$ cat config.mk
export PLATFORM = sky130hd
export DESIGN_NAME = writeback_pipe
export DESIGN_NICKNAME = d
export VERILOG_FILES = /design/src/rtl/writeback_pipe_pkg.sv /design/src/rtl/writeback_pipe_slot.sv /design/src/rtl/writeback_pipe.sv
export SDC_FILE = /design/constraint.sdc
export NUM_CORES = 1
export LEC_CHECK = 0
export CORE_MARGIN = 1.5
export CORE_UTILIZATION = 37
export DETAILED_ROUTE_END_ITERATION = 10
export GPL_TIMING_DRIVEN = 0
export PLACE_DENSITY_LB_ADDON = 0.1
export SYNTH_ARGS = -nofsm -noshare
export SYNTH_HDL_FRONTEND = slang
export SYNTH_SLANG_ARGS = --single-unit
$ cat constraint.sdc
create_clock -name clk -period 3.8 [get_ports clk]
set_input_delay 0.76 -clock clk [delete_from_list [all_inputs] [get_ports clk]]
set_output_delay 0.76 -clock clk [all_outputs]
set_load 0.01 [all_outputs]
$ cat src/rtl/writeback_pipe_pkg.sv
// Shared instruction-format constants for the writeback stage (opecode, register
// number and register data widths, plus the opecodes the stage cares about).
package writeback_pipe_pkg;

    localparam int DEFS_LEN_OPECODE = 6;
    localparam int DEFS_LEN_REGNO   = 5;
    localparam int DEFS_LEN_REG     = 32;

    localparam logic [DEFS_LEN_OPECODE-1:0] DEFS_OPECODE_LD  = 6'h10;
    // Compare never writes back, which makes it the natural empty-slot filler.
    localparam logic [DEFS_LEN_OPECODE-1:0] DEFS_OPECODE_CMP = 6'h0A;

endpackage

$ cat src/rtl/writeback_pipe_slot.sv
// One pipeline slot of the writeback stage: {valid, opecode, rd_regno, wb},
// loaded from its predecessor unless the stage is stalled.
module wb_slot
    import writeback_pipe_pkg::*;
#(
    parameter int                     LEN_OPECODE = DEFS_LEN_OPECODE,
    parameter int                     LEN_REGNO   = DEFS_LEN_REGNO,
    parameter logic [LEN_OPECODE-1:0] RST_OPECODE = DEFS_OPECODE_CMP
) (
    input  logic                   clk,
    input  logic                   rst,
    input  logic                   stall_i,
    input  logic                   valid_i,
    input  logic [LEN_OPECODE-1:0] opecode_i,
    input  logic [LEN_REGNO-1:0]   rd_regno_i,
    input  logic                   wb_i,
    output logic                   valid_o,
    output logic [LEN_OPECODE-1:0] opecode_o,
    output logic [LEN_REGNO-1:0]   rd_regno_o,
    output logic                   wb_o
);

    logic                   valid_q,    valid_d;
    logic [LEN_OPECODE-1:0] opecode_q,  opecode_d;
    logic [LEN_REGNO-1:0]   rd_regno_q, rd_regno_d;
    logic                   wb_q,       wb_d;

    always_comb begin
        valid_d    = valid_q;
        opecode_d  = opecode_q;
        rd_regno_d = rd_regno_q;
        wb_d       = wb_q;
        if (!stall_i) begin
            valid_d    = valid_i;
            opecode_d  = opecode_i;
            rd_regno_d = rd_regno_i;
            wb_d       = wb_i;
        end
    end

    always_ff @(posedge clk or posedge rst) begin
        if (rst) begin
            valid_q    <= 1'b0;
            opecode_q  <= RST_OPECODE;
            rd_regno_q <= '0;
            wb_q       <= 1'b0;
        end else begin
            valid_q    <= valid_d;
            opecode_q  <= opecode_d;
            rd_regno_q <= rd_regno_d;
            wb_q       <= wb_d;
        end
    end

    assign valid_o    = valid_q;
    assign opecode_o  = opecode_q;
    assign rd_regno_o = rd_regno_q;
    assign wb_o       = wb_q;

endmodule

$ cat src/rtl/writeback_pipe.sv
// Writeback stage: delays issued instructions by DEPTH slots to meet the execute
// result, drives the register-file write port and flags RAW hazards for decode.
module writeback_pipe
    import writeback_pipe_pkg::*;
#(
    parameter int                     LEN_OPECODE = DEFS_LEN_OPECODE,
    parameter int                     LEN_REGNO   = DEFS_LEN_REGNO,
    parameter int                     LEN_REG     = DEFS_LEN_REG,
    parameter logic [LEN_OPECODE-1:0] OPECODE_LD  = DEFS_OPECODE_LD,
    parameter logic [LEN_OPECODE-1:0] OPECODE_CMP = DEFS_OPECODE_CMP,
    parameter int                     DEPTH       = 2,
    parameter int                     NUM_SRC     = 2
) (
    input  logic                           clk,
    input  logic                           rst,
    input  logic                           valid_i,
    output logic                           valid_o,
    input  logic                           stall_i,
    output logic                           stall_o,
    input  logic [LEN_OPECODE-1:0]         opecode,
    input  logic [LEN_REGNO-1:0]           rd_regno,
    input  logic                           is_wb,
    input  logic [LEN_REG-1:0]             data_o,
    input  logic [LEN_REG-1:0]             data_o_forward,
    input  logic [NUM_SRC*LEN_REGNO-1:0]   src_regno,
    output logic [NUM_SRC-1:0]             hazard,
    output logic [LEN_REGNO-1:0]           wb_regno,
    output logic [LEN_REG-1:0]             wb_data,
    output logic                           do_wb
);

    localparam int HEAD = DEPTH - 1;

    logic [DEPTH-1:0]       slot_valid;
    logic [DEPTH-1:0]       slot_wb;
    logic [LEN_OPECODE-1:0] slot_op [DEPTH];
    logic [LEN_REGNO-1:0]   slot_rd [DEPTH];

    genvar k, i;
    generate
        for (k = 0; k < DEPTH; k++) begin : g_slot
            if (k == 0) begin : g_first
                wb_slot #(
                    .LEN_OPECODE (LEN_OPECODE),
                    .LEN_REGNO   (LEN_REGNO),
                    .RST_OPECODE (OPECODE_CMP)
                ) u_slot (
                    .clk        (clk),
                    .rst        (rst),
                    .stall_i    (stall_i),
                    .valid_i    (valid_i),
                    .opecode_i  (opecode),
                    .rd_regno_i (rd_regno),
                    .wb_i       (is_wb),
                    .valid_o    (slot_valid[k]),
                    .opecode_o  (slot_op[k]),
                    .rd_regno_o (slot_rd[k]),
                    .wb_o       (slot_wb[k])
                );
            end else begin : g_next
                wb_slot #(
                    .LEN_OPECODE (LEN_OPECODE),
                    .LEN_REGNO   (LEN_REGNO),
                    .RST_OPECODE (OPECODE_CMP)
                ) u_slot (
                    .clk        (clk),
                    .rst        (rst),
                    .stall_i    (stall_i),
                    .valid_i    (slot_valid[k-1]),
                    .opecode_i  (slot_op[k-1]),
                    .rd_regno_i (slot_rd[k-1]),
                    .wb_i       (slot_wb[k-1]),
                    .valid_o    (slot_valid[k]),
                    .opecode_o  (slot_op[k]),
                    .rd_regno_o (slot_rd[k]),
                    .wb_o       (slot_wb[k])
                );
            end
        end

        // Every in-flight entry, head included, counts as a pending write.
        for (i = 0; i < NUM_SRC; i++) begin : g_src
            logic [DEPTH-1:0] match;
            for (k = 0; k < DEPTH; k++) begin : g_cmp
                assign match[k] = slot_valid[k] & slot_wb[k]
                                & (slot_rd[k] == src_regno[i*LEN_REGNO +: LEN_REGNO]);
            end
            assign hazard[i] = |match;
        end
    endgenerate

    assign valid_o  = slot_valid[HEAD];
    assign stall_o  = slot_valid[HEAD] & stall_i;
    assign wb_regno = slot_rd[HEAD];
    assign wb_data  = (slot_op[HEAD] == OPECODE_LD) ? data_o_forward : data_o;
    // A stalled head keeps writing the same value; the register file absorbs repeats.
    assign do_wb    = slot_valid[HEAD] & slot_wb[HEAD];

endmodule
# Word level (Yosys, flattened, before mapping)
# Cells that the tools add are included.
[totals]
romBits = 0
elab_cells = 23
n_memories = 0
out_inout_bits = 42
latchBits = 0
ram_bits = 0
reg_bits = 26
[classes]
n_bitwise = 7
order_cmp = 0
mux = 1
n_reduce_logical = 2
add_sub_neg = 0
multipliers = 0
eq_ne = 5
div = 0
shift = 0
[op_table]
columns = ["operator", "count"]
rows = [
  ["2-to-1 mux 32 bit", 1],
  ["equality test 5 bit", 4],
  ["AND 1 bit", 7],
  ["equality test 6 x 5 -> 1 bit (second input constant)", 1],
  ["OR reduction 2 bit", 2],
]

# Depth between registers and ports, before layout
[depth]
depth_word = 3
depth_mapped = 4

# Cells and area by module
# A second synthesis with hierarchy kept.
[unflattened]
hier_cells = 126
area_unflattened_um2 = 1828.0
[modules_own_cells]
columns = ["mod", "seq_area_each_um2", "area_each_um2", "cells_each", "n_inst"]
rows = [
  ["wb_slot", 327.8, 526.8, 28, 2],
  ["writeback_pipe", 0.0, 774.5, 70, 1],
]

# Least setup slack after synthesis
# OpenSTA, ideal clock, no wires.
[synth_timing]
path_kind = "in2out"
startpoint = "input stall_i"
endpoint = "output stall_o"
t_required_ns = 3.040
arrival_ns = 1.336
cell_stages = 3
path_slack_ns = 1.704
cell_sequence = "buf_2 > buf_2 > and2_1"
[synth_via]
elab_chain_len = 1
[synth_rtl]
columns = ["item", "line_no", "text"]
rows = [
  ["start, declared", "writeback_pipe.sv:18", "input logic stall_i,"],
  ["AND 1 bit", "writeback_pipe.sv:93", "assign stall_o = slot_valid[HEAD] & stall_i;"],
  ["end, declared", "writeback_pipe.sv:19", "output logic stall_o,"],
]
# No other way between the ends.

# Worst setup path after layout
[layout_timing]
startpoint = "input src_regno[0]"
endpoint = "output hazard[0]"
[layout_via]
elab_chain_len = 3
elab_cells_between_ends = 5
classes_between = "eq/ne: 2; bitwise: 2; reduce/logical: 1"
[layout_rtl]
columns = ["item", "line_no", "text"]
rows = [
  ["start, declared", "writeback_pipe.sv:25", "input logic [NUM_SRC*LEN_REGNO-1:0] src_regno,"],
  ["equality test 5 bit", "writeback_pipe.sv:86", "& (slot_rd[k] == src_regno[i*LEN_REGNO +: LEN_REGNO]);"],
  ["AND 1 bit", "writeback_pipe.sv:86", ""],
  ["OR reduction 2 bit (*)", "writeback_pipe.sv:88", "assign hazard[i] = |match;"],
  ["end, declared", "writeback_pipe.sv:26", "output logic [NUM_SRC-1:0] hazard,"],
]
# Mark *: on every way between the ends. The rest lies on a longest branch, timed or not.

==> results.sh <==
export IMPL_violations="design-rule violations"
export IMPL_clk_pin_slew_worst_paths_ns=0.09
export IMPL_place_area_mm2=0.00311
export IMPL_cts_tree="done"
export IMPL_p_total_mw=0.898
export IMPL_reg2reg_depth=1
export IMPL_finalInstanceArea_mm2=0.00318
export IMPL_pre_cts_ws_ns=0.742
export IMPL_syn_inst=125
export IMPL_ys_ff_latch=26
export IMPL_synth_fa_ha_area_share_pct=0
export IMPL_antenna_found_initial=0
export IMPL_synth_seq_area_share_pct=37.7
export IMPL_cp_arrival_ns=2.30
export IMPL_cap_violations=0
export IMPL_syn_area_mm2=0.00174
export IMPL_async_flop_share_pct=100
export IMPL_synth_avg_cell_area_um2=13.9
export IMPL_max_slew_worst_pin_slew_ns=0.973
export IMPL_slowest_delay_ns=0.57
export IMPL_io_pins=132
export IMPL_grt_max_degree=27
export IMPL_rsz0062_at_grt="false"
export IMPL_crit_path_max_fanout=2
export IMPL_setup_ws_ns=0.738
export IMPL_fin_crit_ns=3.06
export IMPL_synth_area_top_cells="dfrtp_1 (32%), mux2_4 (26%), mux2_2 (18%)"
export IMPL_fin_setup_tns_ns=0
export IMPL_critPathSlowestCell="clkdlybuf4s50_1"
export IMPL_p_leak_nw=1.34
export IMPL_drcViolationCount=13
export IMPL_hold_ws_ns=0.509
export IMPL_synth_edf_count=0
export IMPL_reg2reg_from="g_slot[1].g_next.u_slot.rd_regno_o[4]"
export IMPL_drt_total_wl_um=5370
export IMPL_crit_path_start_kind="input pin"
export IMPL_clk_latency_ns=0.26
export IMPL_syn_nets=215
export IMPL_fill_cells=336
export IMPL_antenna_cells=0
export IMPL_routabilityCongestion=0.780
export IMPL_timing_final_crit_share_pct=80.6
export IMPL_endpoint="hazard[0]"
export IMPL_drt_initial_drc_count=33
export IMPL_core_mm2=0.00444
export IMPL_placementRows=24
export IMPL_die_h_um=71.6
export IMPL_synth_compound_area_share_pct=0.719
export IMPL_relSlewSlack_pct=35.1
export IMPL_dieArea_mm2=0.00512
export IMPL_cts_path_max_buffers=2
export IMPL_worstSetupEndpointType="primary output"
export IMPL_clock_skew_ns=0.00283
export IMPL_wl_per_cell_um=17.3
export IMPL_overflow=0
export IMPL_drive_above_1_share_pct=28.6
export IMPL_r2r_slack_ns=2.97
export IMPL_synth_top_cell_area_share_pct=31.6
export IMPL_critical_path_cell_count=5
export IMPL_yosys_cell_types_count=15
export IMPL_numPortBuffers=130
export IMPL_cpMostUsedCell="clkdlybuf4s50_1"
export IMPL_dieWidth_um=71.6
export IMPL_finalHoldViolCount=0
export IMPL_hold_path_class="reg -> reg"
export IMPL_clockRootBuffer="clkbuf_8"
export IMPL_muxShareOfSynthArea_pct=44.0
export IMPL_synth_top_family_by_area="multiplexers"
export IMPL_hpwl_um=4480
export IMPL_nets=350
export IMPL_worst_path_buf_inv=2
export IMPL_grt_util_all_layers_pct=19.7
export IMPL_vias_per_cell=4.64
export IMPL_setup_viol=0
export IMPL_r2r_end="g_slot[1].g_next.u_slot.rd_regno_o[4]"
export IMPL_cts_hold_buf=0
export IMPL_multi_input_area_mm2=0.00103
export IMPL_ff_latch_area_um2=656
export IMPL_yosys_area_top_type="dfrtp_1"
export IMPL_yosys_area_share_simple_pct=4.53
export IMPL_grt_pass1_wl_um=7760
export IMPL_grt_pass1_vias=1465
export IMPL_status="finished with violations"
export IMPL_post_cts_resized=0
export IMPL_cp_data_required_time_ns=3.04
export IMPL_power_density_mw_per_mm2=283
export IMPL_drtAntennaViolNets=0
export IMPL_ir_drop_uv=232
export IMPL_syn2layout_area_growth_pct=82.6
export IMPL_synth_xor_area_share_pct=10.1
export IMPL_dr_pass1_iters=8
export IMPL_synthFlopType="dfrtp_1"
export IMPL_numCtsBuffers=3
export IMPL_crit_family="buffers and inverters"
export IMPL_initial_utilization_pct=39.2
export IMPL_yosys_top_cells_count="mux2_4 (30), mux2_2 (28), dfrtp_1 (22)"
export IMPL_postCtsSetupBuffers=0
export IMPL_clock_sinks=26
export IMPL_startpoint="src_regno[0]"
export IMPL_vias=1444
export IMPL_max_clock_freq_mhz=327
export IMPL_crit_path_cell_trace="clkdlybuf4s50_1 -> xnor2_1 -> nand4_1 -> o22ai_1 -> clkdlybuf4s50_1"
export IMPL_worstSetupPathType="in -> out"
export IMPL_htreeDepth=1
export IMPL_slew_viol_final=0
export IMPL_yosysMostFrequentCell="mux2_4"
export IMPL_ys_warn_count=0
-- cell type report --
cell class,count,area share (%)
Sequential cell,26,20.6
Tap cell,52,2.05
Inverter,1,0.118
Clock buffer,3,1.30
Multi-Input combinational cell,92,32.5
Buffer,6,1.54
Timing Repair Buffer,130,40.9
Clock inverter,1,0.945
-- per-layer routing --
layer	part of all wire [%]	global-route usage, %	wire length (µm)
met4	1.8	5.87	99
met2	49	35.2	2640
met1	38	22.8	2020
met3	11	5.77	603
met5	0	0	0
-- kinds of logic after synthesis --
group	count (synthesis)
AND/OR/NAND/NOR	12
flip-flops	26
AO/OA/AOI/OAI	2
buffers and inverters	7
XOR/XNOR	20
multiplexers	58
-- metrics by stage --
stage | util [%] | cells
global route | 71.5 | 311
detailed placement | 69.9 | 307
floorplan | - | 125
CTS | 71.5 | 311
global placement | 69.9 | 307
finish | 71.5 | 311
-- layout by cell type (no fill, tap or decap) --
cell type / instances
clkdlybuf4s50_1: 130
mux2_4: 30
mux2_2: 28
dfrtp_1: 22
xnor2_1: 20
nand4_1: 4
dfstp_2: 4
buf_2: 3
buf_6: 3
clkbuf_8: 3
and2_1: 2
nand3_1: 2
nand2_1: 2
o22ai_1: 2
nor4_2: 1
nand3b_2: 1
inv_1: 1
bufinv_16: 1
-- power by group --
group,switching [mW],total (mW),internal (mW)
registers,0.0315,0.347,0.315
clock network,0.0840,0.225,0.141
logic,0.0972,0.327,0.230
-- registers in the layout, summed over array words and instances (netlist names) --
register                          count
g_slot.g_first.u_slot.wb_o            1
g_slot.g_first.u_slot.rd_regno_o      5
g_slot.g_next.u_slot.opecode_o        6
g_slot.g_first.u_slot.valid_o         1
g_slot.g_next.u_slot.valid_o          1
g_slot.g_first.u_slot.opecode_o       6
g_slot.g_next.u_slot.wb_o             1
g_slot.g_next.u_slot.rd_regno_o       5
-- worst min-delay path by stage --
stage	slack, ns	start	to	depth (start not counted)
floorplan	0.47	g_slot[1].g_next.u_slot.wb_o	g_slot[1].g_next.u_slot.wb_o	1
global route	0.53	g_slot[1].g_next.u_slot.wb_o	g_slot[1].g_next.u_slot.wb_o	1
global placement	0.49	g_slot[1].g_next.u_slot.wb_o	g_slot[1].g_next.u_slot.wb_o	1
CTS	0.51	g_slot[1].g_next.u_slot.wb_o	g_slot[1].g_next.u_slot.wb_o	1
finish	0.51	g_slot[1].g_next.u_slot.wb_o	g_slot[1].g_next.u_slot.wb_o	1
detailed placement	0.49	g_slot[1].g_next.u_slot.wb_o	g_slot[1].g_next.u_slot.wb_o	1
No activity file was read; power rests on OpenSTA's default activity.
